<file path="config.mk">
export PLATFORM = sky130hd
export DESIGN_NAME = fetch_stage
export DESIGN_NICKNAME = d
export VERILOG_FILES = /design/src/rtl/fetch_stage.sv
export SDC_FILE = /design/constraint.sdc
export NUM_CORES = 1
export LEC_CHECK = 0
export ABC_AREA = 0
export BUFFER_PORTS_ARGS = -buffer_cell sky130_fd_sc_hd__buf_2
export CORE_ASPECT_RATIO = 1.2
export CORE_MARGIN = 8
export CORE_UTILIZATION = 50
export DETAILED_ROUTE_END_ITERATION = 6
export PLACE_DENSITY = 0.78
export SLEW_MARGIN = 20
export SYNTH_ARGS = -nofsm -noshare
export SYNTH_HDL_FRONTEND = slang
export SYNTH_SLANG_ARGS = --single-unit
</file>
<file path="constraint.sdc">
create_clock -name clk -period 3.5 [get_ports clk]
set_input_delay 0.35 -clock clk [delete_from_list [all_inputs] [get_ports clk]]
set_output_delay 0.35 -clock clk [all_outputs]
set_load 0.005 [all_outputs]
</file>
<file path="src/rtl/fetch_stage.sv">
// -----------------------------------------------------------------------------
// fetch_stage
//
// Instruction-fetch front end with the IF/ID pipeline register. It issues
// instruction-memory requests over a valid/ready handshake, tracks the PC of
// every request in flight, buffers in-order responses in a small prefetch FIFO
// and presents InstrD/PCD/InstrValidD to the decode stage.
//
// Ports
//   clk, rst_n        clock (rising edge) / asynchronous active-low reset
//   StallF            freeze PC and request issue
//   StallD            hold IF/ID register and FIFO head
//   FlushD            clear IF/ID register to a bubble (wins over StallD)
//   BranchTakenE      redirect fetch to BranchTargetE (wins over StallF)
//   BranchTargetE     redirect address
//   imem_req_valid    request valid
//   imem_req_ready    memory accepts request
//   imem_addr         request address (current PC)
//   imem_rsp_valid    in-order response valid, never back-pressured
//   imem_rsp_data     fetched instruction
//   InstrD, PCD       instruction and its PC presented to decode
//   InstrValidD       InstrD is a real instruction, not a bubble
//
// Optional feature (macro FETCH_PERF_EN):
//   perf_bubble_cnt   saturating count of bubbles loaded while !StallD
//   perf_drop_cnt     saturating count of discarded (wrong-path) responses
// -----------------------------------------------------------------------------
module fetch_stage #(
    parameter int                ADDR_W   = 32,
    parameter int                INSTR_W  = 32,
    parameter logic [ADDR_W-1:0] RESET_PC = '0,
    parameter int                DEPTH    = 2
) (
    input  logic               clk,
    input  logic               rst_n,
    input  logic               StallF,
    input  logic               StallD,
    input  logic               FlushD,
    input  logic               BranchTakenE,
    input  logic [ADDR_W-1:0]  BranchTargetE,
    output logic               imem_req_valid,
    input  logic               imem_req_ready,
    output logic [ADDR_W-1:0]  imem_addr,
    input  logic               imem_rsp_valid,
    input  logic [INSTR_W-1:0] imem_rsp_data,
    output logic [INSTR_W-1:0] InstrD,
    output logic [ADDR_W-1:0]  PCD,
    output logic               InstrValidD
`ifdef FETCH_PERF_EN
    ,
    output logic [31:0]        perf_bubble_cnt,
    output logic [15:0]        perf_drop_cnt
`endif
);

    localparam int              PW      = $clog2(DEPTH);
    localparam int              CW      = $clog2(DEPTH) + 1;
    localparam logic [CW:0]     DEPTH_W = (CW+1)'(DEPTH);
    localparam logic [CW-1:0]   FULL_C  = CW'(DEPTH);

    // Architectural state
    logic [ADDR_W-1:0]  pc_reg, pc_next;
    logic [CW-1:0]      outstanding_reg, outstanding_next;
    logic [CW-1:0]      drop_reg, drop_next;
    logic [CW-1:0]      count_reg, count_next;

    // Tag queue: PC of each request in flight, in issue order
    logic [ADDR_W-1:0]  tag_mem [DEPTH];
    logic [PW-1:0]      tag_wr_reg, tag_wr_next;
    logic [PW-1:0]      tag_rd_reg, tag_rd_next;

    // Prefetch FIFO of {pc, instr}
    logic [ADDR_W-1:0]  fifo_pc    [DEPTH];
    logic [INSTR_W-1:0] fifo_instr [DEPTH];
    logic [PW-1:0]      fifo_wr_reg, fifo_wr_next;
    logic [PW-1:0]      fifo_rd_reg, fifo_rd_next;

    // IF/ID register
    logic [INSTR_W-1:0] instr_d_reg, instr_d_next;
    logic [ADDR_W-1:0]  pc_d_reg, pc_d_next;
    logic               valid_d_reg, valid_d_next;

    logic [CW:0]        inflight;
    logic               accept;
    logic               rsp_drop;
    logic               push;
    logic               pop;
    logic               fifo_empty;

    // Requests in flight plus buffered entries are capped at DEPTH, which is
    // what keeps the FIFO from ever overflowing without back-pressuring memory.
    assign inflight       = {1'b0, outstanding_reg} + {1'b0, count_reg};
    assign imem_req_valid = rst_n && !StallF && !BranchTakenE && (inflight < DEPTH_W);
    assign imem_addr      = pc_reg;
    assign accept         = imem_req_valid && imem_req_ready;

    // A response is wrong-path if older drops are pending, or if it lands in
    // the redirect cycle itself (the FIFO is being cleared that cycle).
    assign rsp_drop   = imem_rsp_valid && ((drop_reg != '0) || BranchTakenE);
    assign push       = imem_rsp_valid && !rsp_drop;
    assign fifo_empty = (count_reg == '0);
    assign pop        = !FlushD && !StallD && !fifo_empty;

    always_comb begin
        pc_next          = pc_reg;
        outstanding_next = outstanding_reg + CW'(accept) - CW'(imem_rsp_valid);
        drop_next        = drop_reg;
        count_next       = count_reg + CW'(push) - CW'(pop);
        tag_wr_next      = tag_wr_reg + PW'(accept);
        tag_rd_next      = tag_rd_reg + PW'(imem_rsp_valid);
        fifo_wr_next     = fifo_wr_reg + PW'(push);
        fifo_rd_next     = fifo_rd_reg + PW'(pop);

        if (BranchTakenE) begin
            pc_next      = BranchTargetE;
            // Everything still in flight belongs to the old path.
            drop_next    = outstanding_reg - CW'(imem_rsp_valid);
            count_next   = '0;
            fifo_wr_next = '0;
            fifo_rd_next = '0;
        end else begin
            if (accept) begin
                pc_next = pc_reg + ADDR_W'(4);
            end
            if (imem_rsp_valid && (drop_reg != '0)) begin
                drop_next = drop_reg - CW'(1);
            end
        end
    end

    // IF/ID update: flush, then stall, then load head, else bubble (PCD held)
    always_comb begin
        instr_d_next = instr_d_reg;
        pc_d_next    = pc_d_reg;
        valid_d_next = valid_d_reg;
        if (FlushD) begin
            instr_d_next = '0;
            valid_d_next = 1'b0;
        end else if (StallD) begin
            instr_d_next = instr_d_reg;
        end else if (!fifo_empty) begin
            instr_d_next = fifo_instr[fifo_rd_reg];
            pc_d_next    = fifo_pc[fifo_rd_reg];
            valid_d_next = 1'b1;
        end else begin
            instr_d_next = '0;
            valid_d_next = 1'b0;
        end
    end

    always_ff @(posedge clk or negedge rst_n) begin
        if (!rst_n) begin
            pc_reg          <= RESET_PC;
            outstanding_reg <= '0;
            drop_reg        <= '0;
            count_reg       <= '0;
            tag_wr_reg      <= '0;
            tag_rd_reg      <= '0;
            fifo_wr_reg     <= '0;
            fifo_rd_reg     <= '0;
            instr_d_reg     <= '0;
            pc_d_reg        <= '0;
            valid_d_reg     <= 1'b0;
        end else begin
            pc_reg          <= pc_next;
            outstanding_reg <= outstanding_next;
            drop_reg        <= drop_next;
            count_reg       <= count_next;
            tag_wr_reg      <= tag_wr_next;
            tag_rd_reg      <= tag_rd_next;
            fifo_wr_reg     <= fifo_wr_next;
            fifo_rd_reg     <= fifo_rd_next;
            instr_d_reg     <= instr_d_next;
            pc_d_reg        <= pc_d_next;
            valid_d_reg     <= valid_d_next;
        end
    end

    // Storage arrays carry no reset; validity is tracked by the pointers.
    always_ff @(posedge clk) begin
        if (accept) begin
            tag_mem[tag_wr_reg] <= pc_reg;
        end
        if (push) begin
            fifo_pc[fifo_wr_reg]    <= tag_mem[tag_rd_reg];
            fifo_instr[fifo_wr_reg] <= imem_rsp_data;
        end
    end

    assign InstrD      = instr_d_reg;
    assign PCD         = pc_d_reg;
    assign InstrValidD = valid_d_reg;

`ifdef FETCH_PERF_EN
    logic [31:0] bubble_cnt_reg;
    logic [15:0] drop_cnt_reg;
    logic        bubble_load;

    assign bubble_load = !StallD && (FlushD || fifo_empty);

    always_ff @(posedge clk or negedge rst_n) begin
        if (!rst_n) begin
            bubble_cnt_reg <= '0;
            drop_cnt_reg   <= '0;
        end else begin
            if (bubble_load && (bubble_cnt_reg != '1)) begin
                bubble_cnt_reg <= bubble_cnt_reg + 32'd1;
            end
            if (rsp_drop && (drop_cnt_reg != '1)) begin
                drop_cnt_reg <= drop_cnt_reg + 16'd1;
            end
        end
    end

    assign perf_bubble_cnt = bubble_cnt_reg;
    assign perf_drop_cnt   = drop_cnt_reg;
`endif

    // The issue cap must make an overflowing push impossible.
    assert property (@(posedge clk) disable iff (!rst_n) !(push && (count_reg == FULL_C)));

endmodule

</file>
Word-level counts from Yosys, hierarchy flattened
Memory sizes are Yosys's and may differ from the RTL's. A register that Yosys moved wholly into a read port is not among the register bits.
Index checks and enable logic that the tools add are counted.

word-level totals
  bits in registers = 75
  bits in latches = 0
  memory bits (writable) = 192
  bits in read-only memories = 0
  bits of input ports = 72
  output and inout port bits = 98
  word-level logic and storage cells = 69
  memories = 3

memory list
  name        words  width  rd ports  clocked after memory_dff  wr ports  RTL line  text
  fifo_instr  2      32     1         0                         1         74        logic [INSTR_W-1:0] fifo_instr [DEPTH];
  fifo_pc     2      32     1         1                         1         73        logic [ADDR_W-1:0] fifo_pc [DEPTH];
  tag_mem     2      32     1         0                         1         68        logic [ADDR_W-1:0] tag_mem [DEPTH];

operators by class
  add/sub/neg operators = 12
  multiply operators = 0
  divide/modulo/power cells = 0
  magnitude comparators = 1
  eq/ne operators = 1
  shifts and indexed selects = 0
  muxes and demuxes = 17
  bitwise logic cells = 3
  reduce and logical (&&, ||, !) cells = 22

operators with widths
  kind                                                                   number
  32-bit two-way mux                                                     5
  32-bit by 3-bit adder with 32-bit output (second input constant)       1
  1-bit logical AND                                                      9
  1-bit two-way mux                                                      9
  1-bit logical NOT                                                      7
  2-bit two-way mux                                                      3
  2-bit nonzero test                                                     3
  2-bit by 1-bit subtractor with 2-bit output                            3
  1-bit adder                                                            4
  2-bit by 1-bit adder with 2-bit output                                 2
  2-bit by 2-bit adder with 3-bit output                                 1
  3-bit by 2-bit < comparator with 1-bit output (second input constant)  1
  1-bit NOT                                                              3
  3-bit AND reduction                                                    1
  2-bit logical NOT                                                      1
  2-bit by 1-bit != test with 1-bit output (second input constant)       1
  2-bit by 1-bit subtractor with 2-bit output (second input constant)    1
  1-bit logical OR                                                       1

Longest topological paths before layout
  word-level depth = 8
  gate-level depth with buffers = 11
  depth with buffers taken out = 9

Least setup slack after synthesis
Ideal clock, no wire load.

  path kind = register -> register
  start point = register outstanding_reg[0]
  end point = memory tag_mem[1][0] (enable)
  setup time = 392 ps
  data arrival time = 2572 ps
  data required time = 3108 ps
  slack = 536 ps
  cell stages (with the launch flop) = 8
  buffers on the path = 1
  period minus slack after synthesis = 2964 ps
  cells stage by stage = dfrtp_1 -> and2_1 -> fa_1 -> nor4b_1 -> nand2_1 -> inv_2 -> buf_2 -> ha_1

on the way
  cells in the longest elaborated chain, start to end = 6

ends and longest elaborated chain
  what                                           RTL line  text
  start: declaration                             63        logic [CW-1:0] outstanding_reg, outstanding_next;
  start signal: assignment                       166       outstanding_reg <= outstanding_next;
  2-bit by 2-bit adder with 3-bit output         92        assign inflight = {1'b0, outstanding_reg} + {1'b0, count_reg};
  3-bit by 2-bit < comparator with 1-bit output  93        assign imem_req_valid = rst_n && !StallF && !BranchTakenE && (inflight < DEPTH_W);
  1-bit logical AND                              93
  1-bit logical AND                              95        assign accept = imem_req_valid && imem_req_ready;
  1-bit two-way mux                              181       if (accept) begin
  1-bit two-way mux (not written as such)        182       tag_mem[tag_wr_reg] <= pc_reg;
  end: declaration                               68

Every way passes these cells.

Worst setup path in the final report
  start point = register count_reg[0]
  end point = memory tag_mem[0][2] (enable)

on the way
  cells in the longest elaborated chain, start to end = 6

ends and longest elaborated chain
  what                                           RTL line  text
  start: declaration                             65        logic [CW-1:0] count_reg, count_next;
  start signal: assignment                       168       count_reg <= count_next;
  2-bit by 2-bit adder with 3-bit output         92
  3-bit by 2-bit < comparator with 1-bit output  93
  1-bit logical AND                              93
  1-bit logical AND                              95
  1-bit two-way mux                              181
  1-bit two-way mux (not written as such)        182

Every way passes these cells.

==> impl_metrics.py <==
metrics = {
    "die": {
        "dieArea_mm2": 0.0283,
        "die_w_um": 155,
        "num_rows": 61,
        "ioPinCount": 170,
        "die_h_um": 183,
        "initial_utilization_pct": 50.4,
        "coreArea_mm2": 0.0230,
    },
    "sta": {
        "max-slew-margin-rel_pct": 37.8,
        "min_period_ns": 2.87,
        "finalHoldViolCount": 0,
        "grt_setup_unrepaired": "no",
        "tns_ns": 0,
        "final.setup.worst_slack_ns": 0.627,
        "max_freq_ghz": 0.348,
        "finalSetupViolations": 0,
        "drv_slew": 0,
        "worst_pin_slew_ns": 0.933,
        "finalClockSkew_ns": 0.00990,
        "post-route-period-util_pct": 82.1,
    },
    "worst_setup_path": {
        "worstSetupStartpointType": "flop",
        "worstPathBufferInverterCount": 2,
        "crit_family": "buffers and inverters",
        "critPathMaxStageDelay_ns": 0.44,
        "path_cells": "and2_1, fa_1, nor4b_1, nand2_1, inv_2, ha_1, buf_4",
        "crit_slowest_cell": "fa_1",
        "path_class": "reg2reg",
        "crit_fanout": 32,
        "critPathArrivalTime_ns": 3.06,
        "cp.required_ns": 3.68,
        "cp-end-kind": "flop",
    },
    "global_route": {
        "grt_pass1_wl_um": 38200,
        "antenna_found_initial": 0,
        "grt_max_degree": 65,
        "first_global_vias": 7281,
        "grt_usage_pct": 16.8,
        "gr-total-overflow": 0,
    },
    "cts": {
        "cts_tree": "done",
        "cts_inserted_buffers": 29,
        "numClockSinks": 299,
        "post_cts_buffers": 0,
        "clk_latency_ns": 0.53,
        "clk_path_buf_depth": 3,
        "path_clk_slew_ns": 0.06,
        "h-tree-depth": 1,
        "cts_root_buf": "clkbuf_16",
    },
    "power_and_ir_drop": {
        "power_w": 0.00892,
        "p_per_area_mw_per_mm2": 632,
        "ir_drop_mv": 0.387,
        "leakagePower_nw": 5.57,
    },
    "cells_and_area": {
        "final_common_cell": "edfxtp_1",
        "area_delta_synth_final_pct": 22.0,
        "layout.nets": 1071,
        "drive_gt1_share_pct": 27.1,
        "diodes": 0,
        "stdcell_count": 1324,
        "n_fill_cell": 1682,
        "reg_top3": "fifo_instr x64, fifo_pc x64, tag_mem x64",
        "final_cell_mix": "192 x edfxtp_1, 168 x buf_2, 106 x dfrtp_1",
    },
    "placement": {
        "post-place-ws_ns": 0.662,
        "port_buffers": 169,
        "dp_hpwl_um": 15500,
        "place_congestion": 0.818,
        "dp_cells": 1241,
    },
    "routing": {
        "first_pass_iters": 7,
        "drc_errors": 0,
        "drt_wl_total_um": 23400,
        "wl_per_cell_um": 17.7,
        "drt_iter0_drc": 305,
        "ant_nets": 0,
        "viasPerCell": 5.25,
        "vias": 6954,
    },
    "logic_synthesis": {
        "postSynth.asyncResetShare_pct": 35.8,
        "yosys.area.top_type_share_pct": 49.8,
        "ys_warn_count": 0,
        "ys_types": 54,
        "syn-num-nets": 866,
        "seq_area_frac_synth_pct": 72.9,
        "syn_inst": 782,
        "synthFlopType": "edfxtp_1",
        "avgSynthCellArea_um2": 14.8,
        "synth_edf_count": 192,
        "syn_area_mm2": 0.0116,
        "synth_top_cells_by_area": "edfxtp_1 50%, dfrtp_1 23%, mux2i_1 5.9%",
        "synth_seq_cells": 299,
        "synth_top_area_cell": "edfxtp_1",
    },
    "job": {
        "maxCapViolations": 0,
    },
    "min_path": {
        "hp-class": "in2reg",
    },
    "run_status": {
        "status": "complete, no violations",
    },
}
layer usage:
layer | vias up | wire [µm] | global-route usage [%]
li1 | 3299 | - | -
met1 | 3418 | 9590 | 20.6
met2 | 205 | 12100 | 29.6
met3 | 32 | 1260 | 2.82
met4 | 0 | 478 | 5.42
met5 | - | 0 | 0
area by class of cell:
cell class	instances	area, µm²	area share (%)
inverters	16	60.1	0.425
well taps	315	394	2.79
clock inverters	16	234	1.66
flip-flops and latches	299	8450	59.8
repair buffers	212	1270	9.00
clock buffers	37	766	5.42
multi-input cells	429	2950	20.9
cell families after synthesis:
kind of cell	count (synthesis)	synth area share, %
fa+ha+maj	12	1.36
buf+inv	54	1.89
xor+xnor	14	1.06
simple gates	180	7.35
mux	104	9.38
flops	299	72.9
compound gates	119	6.02
synth_stat cells (11+ instances only):
cell type and instances:
clkbuf_1 27, o21ai_0 74, mux2_2 35, edfxtp_1 192, nand2_1 97, dfrtp_1 107, nor2_1 18, nand4_1 11
mux2i_1 68, inv_1 15, nand3_1 20, ha_1 11
timing repair:
item                                   4_1_cts  5_1_grt
gates resized for setup                      0        0
hold buffers                                30        0
endpoints found under the hold margin       57        0
final timing paths:
check	endpoint	slack (ns)	cells after the start	from
max	tag_mem[0][2]	0.63	7	count_reg[0]
max in group asynchronous	fifo_rd_reg	1.63	4	rst_n
min in group asynchronous	imem_addr[1]	0.52	3	rst_n
min reg2reg	PCD[13]	0.47	2	PCD[13]
min	fifo_instr[0][28]	0.02	1	imem_rsp_data[28]
max reg2reg	tag_mem[0][2]	0.63	7	count_reg[0]
worst reg2reg max path, cell delays in order (launching register included):
cell and delay [ns]:
dfrtp_1 0.42, and2_1 0.17, fa_1 0.44, nor4b_1 0.36, nand2_1 0.14, inv_2 0.36, ha_1 0.24, buf_4 0.38
stage by stage:
step                utilization [%]  cell area, µm²  hold WS [ns]
floorplan                         -           11600        0.0544
global placement               55.8           12800         0.453
detailed placement             55.8           12800         0.464
CTS                            61.5           14100      0.000538
global route                   61.5           14100       0.00265
finish                         61.5           14100        0.0208
where the power goes:
group	internal (W)	switching, W	total (W)
Combinational	0.000577	0.000648	0.00123
Sequential	0.00420	0.000267	0.00447
Clock	0.00199	0.00124	0.00323
(Power assumes the default switching activity.)
